--- src/rtl/ws2812_chain.sv ---
// ws2812_chain: drives a daisy-chain of NUM_LEDS WS2812 pixels from an internal
// colour register file. A one-cycle `update` strobe sends the whole chain with
// exact bit timing and then holds the line low for the latch gap.
//
// Ports:
//   clk        system clock (CLK_MHZ MHz)
//   reset      synchronous, active-high
//   wr_en      pixel write strobe
//   wr_addr    pixel index; writes at or beyond NUM_LEDS are dropped
//   wr_data    colour {R[23:16], G[15:8], B[7:0]}
//   update     frame request; if it arrives while busy, it is queued once
//   brightness global 0..255 scale, only when WS2812_BRIGHTNESS_EN is defined
//   busy       a frame or its latch gap is in progress
//   ws2812     serial line to the first pixel
//
// Optional feature macro: WS2812_BRIGHTNESS_EN.
module ws2812_chain #(
    parameter int NUM_LEDS = 1,
    parameter int CLK_MHZ  = 27,
    parameter int RST_US   = 80,
    parameter int ADDR_W   = (NUM_LEDS > 1) ? $clog2(NUM_LEDS) : 1
) (
    input  logic              clk,
    input  logic              reset,
    input  logic              wr_en,
    input  logic [ADDR_W-1:0] wr_addr,
    input  logic [23:0]       wr_data,
    input  logic              update,
`ifdef WS2812_BRIGHTNESS_EN
    input  logic [7:0]        brightness,
`endif
    output logic              busy,
    output logic              ws2812
);

    localparam int BIT_CYC = CLK_MHZ * 1250 / 1000;
    localparam int T0H     = CLK_MHZ * 350 / 1000;
    localparam int T1H     = CLK_MHZ * 700 / 1000;
    localparam int RST_CYC = CLK_MHZ * RST_US;
    localparam int CNT_W   = $clog2(RST_CYC + BIT_CYC + 1);

    // Counters hold "cycles left minus one" for the current phase.
    localparam logic [CNT_W-1:0] H0  = CNT_W'(T0H - 1);
    localparam logic [CNT_W-1:0] H1  = CNT_W'(T1H - 1);
    localparam logic [CNT_W-1:0] L0  = CNT_W'(BIT_CYC - T0H - 1);
    localparam logic [CNT_W-1:0] L1  = CNT_W'(BIT_CYC - T1H - 1);
    localparam logic [CNT_W-1:0] LAT = CNT_W'(RST_CYC - 1);

    localparam logic [ADDR_W:0]   NUM_L = (ADDR_W + 1)'(NUM_LEDS);
    localparam logic [ADDR_W-1:0] LAST  = ADDR_W'(NUM_LEDS - 1);

    typedef enum logic [2:0] {
        S_IDLE,
        S_LOAD,
        S_HIGH,
        S_LOW,
        S_LATCH
    } state_t;

    logic [23:0]       ram [NUM_LEDS];
    state_t            state;
    logic              pending;
    logic [23:0]       shift;
    logic [4:0]        bit_cnt;
    logic [ADDR_W-1:0] pix;
    logic [CNT_W-1:0]  cnt;

    logic [ADDR_W-1:0] fetch_addr;
    logic [23:0]       raw;
    logic [23:0]       fetch_grb;

`ifdef WS2812_BRIGHTNESS_EN
    function automatic logic [7:0] scale(input logic [7:0] c,
                                         input logic [7:0] b);
        logic [15:0] p;
        p = {8'd0, c} * ({8'd0, b} + 16'd1);
        return p[15:8];
    endfunction
`endif

    // Pixel store: no reset, writes accepted in every state.
    always_ff @(posedge clk) begin
        if (wr_en && ({1'b0, wr_addr} < NUM_L))
            ram[wr_addr] <= wr_data;
    end

    // Fetch port: pixel 0 during LOAD, otherwise the pixel after the one
    // being shifted. It is consumed on the edge that ends the last bit of
    // the current pixel, so the next pixel follows with no gap.
    always_comb begin
        fetch_addr = (state == S_LOAD) ? '0 : pix + 1'b1;
        raw = '0;
        if ({1'b0, fetch_addr} < NUM_L)
            raw = ram[fetch_addr];
`ifdef WS2812_BRIGHTNESS_EN
        fetch_grb = {scale(raw[15:8], brightness),
                     scale(raw[23:16], brightness),
                     scale(raw[7:0], brightness)};
`else
        fetch_grb = {raw[15:8], raw[23:16], raw[7:0]};
`endif
    end

    always_ff @(posedge clk) begin
        if (reset) begin
            state   <= S_IDLE;
            busy    <= 1'b0;
            ws2812  <= 1'b0;
            pending <= 1'b0;
            shift   <= '0;
            bit_cnt <= '0;
            pix     <= '0;
            cnt     <= '0;
        end else begin
            if (update && state != S_IDLE)
                pending <= 1'b1;
            unique case (state)
                S_IDLE: begin
                    if (update || pending) begin
                        state   <= S_LOAD;
                        busy    <= 1'b1;
                        pending <= 1'b0;
                    end
                end
                S_LOAD: begin
                    shift   <= fetch_grb;
                    bit_cnt <= '0;
                    pix     <= '0;
                    ws2812  <= 1'b1;
                    cnt     <= fetch_grb[23] ? H1 : H0;
                    state   <= S_HIGH;
                end
                S_HIGH: begin
                    if (cnt == '0) begin
                        ws2812 <= 1'b0;
                        cnt    <= shift[23] ? L1 : L0;
                        state  <= S_LOW;
                    end else begin
                        cnt <= cnt - 1'b1;
                    end
                end
                S_LOW: begin
                    if (cnt != '0) begin
                        cnt <= cnt - 1'b1;
                    end else if (bit_cnt == 5'd23 && pix == LAST) begin
                        cnt   <= LAT;
                        state <= S_LATCH;
                    end else begin
                        ws2812 <= 1'b1;
                        state  <= S_HIGH;
                        if (bit_cnt == 5'd23) begin
                            shift   <= fetch_grb;
                            bit_cnt <= '0;
                            pix     <= pix + 1'b1;
                            cnt     <= fetch_grb[23] ? H1 : H0;
                        end else begin
                            shift   <= {shift[22:0], 1'b0};
                            bit_cnt <= bit_cnt + 1'b1;
                            cnt     <= shift[22] ? H1 : H0;
                        end
                    end
                end
                S_LATCH: begin
                    if (cnt == '0) begin
                        state <= S_IDLE;
                        busy  <= 1'b0;
                    end else begin
                        cnt <= cnt - 1'b1;
                    end
                end
                default: state <= S_IDLE;
            endcase
        end
    end

endmodule
--- config.mk ---
export PLATFORM = sky130hd
export DESIGN_NAME = ws2812_chain
export DESIGN_NICKNAME = d
export VERILOG_FILES = /design/src/rtl/ws2812_chain.sv
export SDC_FILE = /design/constraint.sdc
export NUM_CORES = 1
export LEC_CHECK = 0
export CAP_MARGIN = 5
export CELL_PAD_IN_SITES_DETAIL_PLACEMENT = 0
export CELL_PAD_IN_SITES_GLOBAL_PLACEMENT = 2
export CORE_MARGIN = 5
export CORE_UTILIZATION = 33
export CTS_BUF_LIST = sky130_fd_sc_hd__clkbuf_16
export DETAILED_ROUTE_END_ITERATION = 16
export PLACE_DENSITY = 0.76
export SLEW_MARGIN = 0
export SYNTH_ARGS = -nofsm -noshare
export SYNTH_HDL_FRONTEND = slang
export SYNTH_SLANG_ARGS = --single-unit
export TNS_END_PERCENT = 1
--- constraint.sdc ---
create_clock -name clk -period 2 [get_ports clk]
set_input_delay 0.2 -clock clk [delete_from_list [all_inputs] [get_ports clk]]
set_output_delay 0.2 -clock clk [all_outputs]
set_load 0.1 [all_outputs]
==> results.json <==
{
  "grt_overflow": 0,
  "first_global_vias": 2835,
  "period_share_pct": 95.22,
  "gp_congestion": 0.8368,
  "cts_tree": "built",
  "drc": 0,
  "skew_ns": 0.007177,
  "min_delay_path_depth": 1,
  "min_to": "ram[0][6]",
  "grt_setup_unrepaired": "true",
  "gr-usage-all-layers_pct": 14.08,
  "p_comb_share_pct": 34.7,
  "async_flop_share_pct": 0,
  "grt_first_pass_wirelength_um": 14370,
  "setup-violations-final": 0,
  "worstReg2RegEnd": "shift[1]",
  "hold_start": "wr_data[6]",
  "fill_cells": 950,
  "setup_tns_ns": 0,
  "power.density_nw_per_um2": 1203,
  "cts_buffer_depth": 2,
  "drtAntennaViolNets": 0,
  "netlist_area_um2": 3366,
  "yosys-top-cells-area": "dfxtp_1 29%, edfxtp_1 21%, a211oi_1 6.2%",
  "instances_no_fill": 544,
  "syn-num-nets": 376,
  "setup_slack_ns": 0.09553,
  "cellLeakagePower_nw": 1.498,
  "crit_fanout": 13,
  "drt-wirelength-per-cell_um": 15.65,
  "cts_buffers": 9,
  "required_ns": 2.23,
  "holdWs_ns": 0.4219,
  "cp.arrival_ns": 2.13,
  "drv_cap": 0,
  "p_int_w": 0.003469,
  "yosys.cell_types.count": 59,
  "relSlewSlack_pct": 73.39,
  "antenna_cells": 0,
  "pwr-share-seq_pct": 34.7,
  "postCtsHoldBufs": 0,
  "core_area_um2": 9864,
  "power_frac_clock_pct": 30.6,
  "htree_levels": 3,
  "netlist_instances": 344,
  "fin_util_pct": 44.75,
  "port_buffers": 30,
  "dp_hpwl_um": 6005,
  "vias": 2884,
  "first_pass_iters": 4,
  "r2r_slack_ns": 0.1,
  "avgSynthCellArea_um2": 9.784,
  "cts.sinks": 72,
  "fin_nets": 438,
  "post-place-ws_ns": 0.01328,
  "synth_top_cell_area_share_pct": 28.55,
  "antenna_found_initial": 0,
  "synth_edf_count": 24,
  "fp.dieH_um": 111.0,
  "yosysWarnings": 0,
  "ios": 31,
  "dpl.cell_count": 528,
  "seq_area_frac_synth_pct": 49.96,
  "p_sw_share_pct": 34.69,
  "drv_slew": 0,
  "clock-root-buffer": "clkbuf_16",
  "max_freq_mhz": 525.1,
  "clk_latency_ns": 0.33,
  "final_hold_viol_count": 0,
  "cp-end-kind": "register",
  "start_kind": "register",
  "r2r_start": "cnt[0]",
  "die-area_um2": 12320,
  "startpoint": "cnt[0]",
  "switching_power_w": 0.001842,
  "vias_per_cell": 5.301,
  "post-cts-setup-buffers": 0,
  "grt_start_max_net_pins": 26,
  "period_minus_slack_ns": 1.904,
  "syn_to_final_growth_pct": 31.15,
  "ys_ff_latch": 72,
  "rows": 36,
  "tightest_slew_ns": 0.3979,
  "ir_drop_mv": 0.4765,
  "layout-drive-gt1-share_pct": 19.46,
  "drt_wl_total_um": 8512,
  "start_util_pct": 34.12,
  "fp.dieW_um": 111.0,
  "status": "finished clean",
  "detail_route.iter0.violations": 206,
  "reg2reg_depth": 8,
  "ys.flop_type": "dfxtp_1",
  "min_path_type": "in2reg",
  "critical_path_class": "reg2reg",
  "path_clk_slew_ns": 0.06,
  "yosysTopAreaCell": "dfxtp_1"
}
logic make-up (layout without fill, tap and decap cells):
group / Yosys count / in the layout / synth area share (%)
compound gates: 138 / 138 / 27.62
xor+xnor: 4 / 4 / 1.041
fa+ha+maj: 3 / 3 / 1.115
buf+inv: 32 / 99 / 4.312
flops: 72 / 72 / 49.96
simple gates: 95 / 95 / 15.95
final cells by class:
cell class | instances | area, um^2 | area share [%]
clock buffer | 9 | 225.2 | 5.102
timing repair buffer | 74 | 638.1 | 14.46
tap | 133 | 166.4 | 3.770
sequential | 72 | 1682 | 38.10
inverter | 9 | 33.78 | 0.7653
multi-input combinational | 240 | 1594 | 36.11
clock inverter | 7 | 75.07 | 1.701
cells in the final DEF (no fill, tap or decap), drive strengths merged, types with 4 or more instances in the layout:
master / n
a22oi: 24
nor2b: 4
a211oi: 28
inv: 13
nor4: 5
edfxtp: 24
dfxtp: 48
nor3: 12
clkdlybuf4s50: 28
nor3b: 4
nor2: 23
a21oi: 36
o21ai: 20
o211ai: 5
nand3: 7
clkbuf: 9
buf: 46
nand2: 16
nand4: 5
registers in the layout (all words and copies together), names as in the netlist:
register and cells:
ram 24, shift 24, cnt 12, bit_cnt 5
state 3, busy 1, pending 1, pix 1
ws2812 1
power groups by stage:
stage / sequential [W] / clock [W] / combinational [W]
2_1_floorplan: 0.00191 / 0 / 0.00111
3_3_place_gp: 0.00187 / 0 / 0.00176
3_5_place_dp: 0.00187 / 0 / 0.00178
4_1_cts: 0.00184 / 0.00166 / 0.00181
5_1_grt: 0.00187 / 0.00174 / 0.00203
6_report: 0.00184 / 0.00162 / 0.00185
per-stage QoR:
| step | area, um^2 | total power (W) |
|---|---|---|
| floorplan | 3366 | 0.003020 |
| global placement | 4064 | 0.003630 |
| detailed placement | 4064 | 0.003645 |
| CTS | 4373 | 0.005303 |
| global route | 4414 | 0.005631 |
| finish | 4414 | 0.005311 |
Yosys cell counts, types with 2 or more instances:
master / number
nor2b_1: 4
nor2_1: 23
buf_4: 3
clkbuf_1: 13
o21ai_1: 15
o21bai_1: 3
a211oi_1: 28
or3_1: 3
inv_1: 8
nor3_1: 12
and2_1: 3
nor4_4: 2
buf_2: 5
nor3b_1: 4
nand3_1: 7
o21a_1: 2
o31ai_1: 2
nand2b_1: 2
a22oi_1: 24
nor4_1: 3
o22ai_1: 2
xnor2_1: 2
xor2_1: 2
nand4_1: 4
o21ai_0: 4
o211ai_1: 5
a31oi_1: 3
ha_1: 3
nand3b_1: 3
edfxtp_1: 24
dfxtp_1: 48
nand2_1: 16
a21oi_1: 36
per-layer routing:
layer / GRT usage, % / part of all wire [%]
met1: 19.21 / 50
met2: 22.65 / 46
met3: 3.166 / 4.1
met4: 3.448 / 0.75
met5: 0 / 0
what timing repair did:
action | CTS | global route
cloned | 0 | 0
setup endpoints to repair | 1 | 30
pin swaps | 0 | 1
resized for setup | 1 | 9
how the worst max path moves through the flow:
stage,endpoint,slack (ns),cells past startpoint
6_report,shift[1],0.1,8
3_5_place_dp,shift[16],0.01,8
4_1_cts,shift[16],0.003,8
2_1_floorplan,shift[1],0.08,8
5_1_grt,shift[16],-0.02,8
3_3_place_gp,cnt[0],0.08,7
critical path, cell delays in order (launching register included):
cell and delay [ns]:
dfxtp_1 0.33, inv_1 0.05, ha_1 0.22, nor2b_2 0.19
and4_2 0.27, a21boi_4 0.22, nor2_2 0.08, buf_4 0.20
a211oi_1 0.24
(Power assumes the default switching activity.)
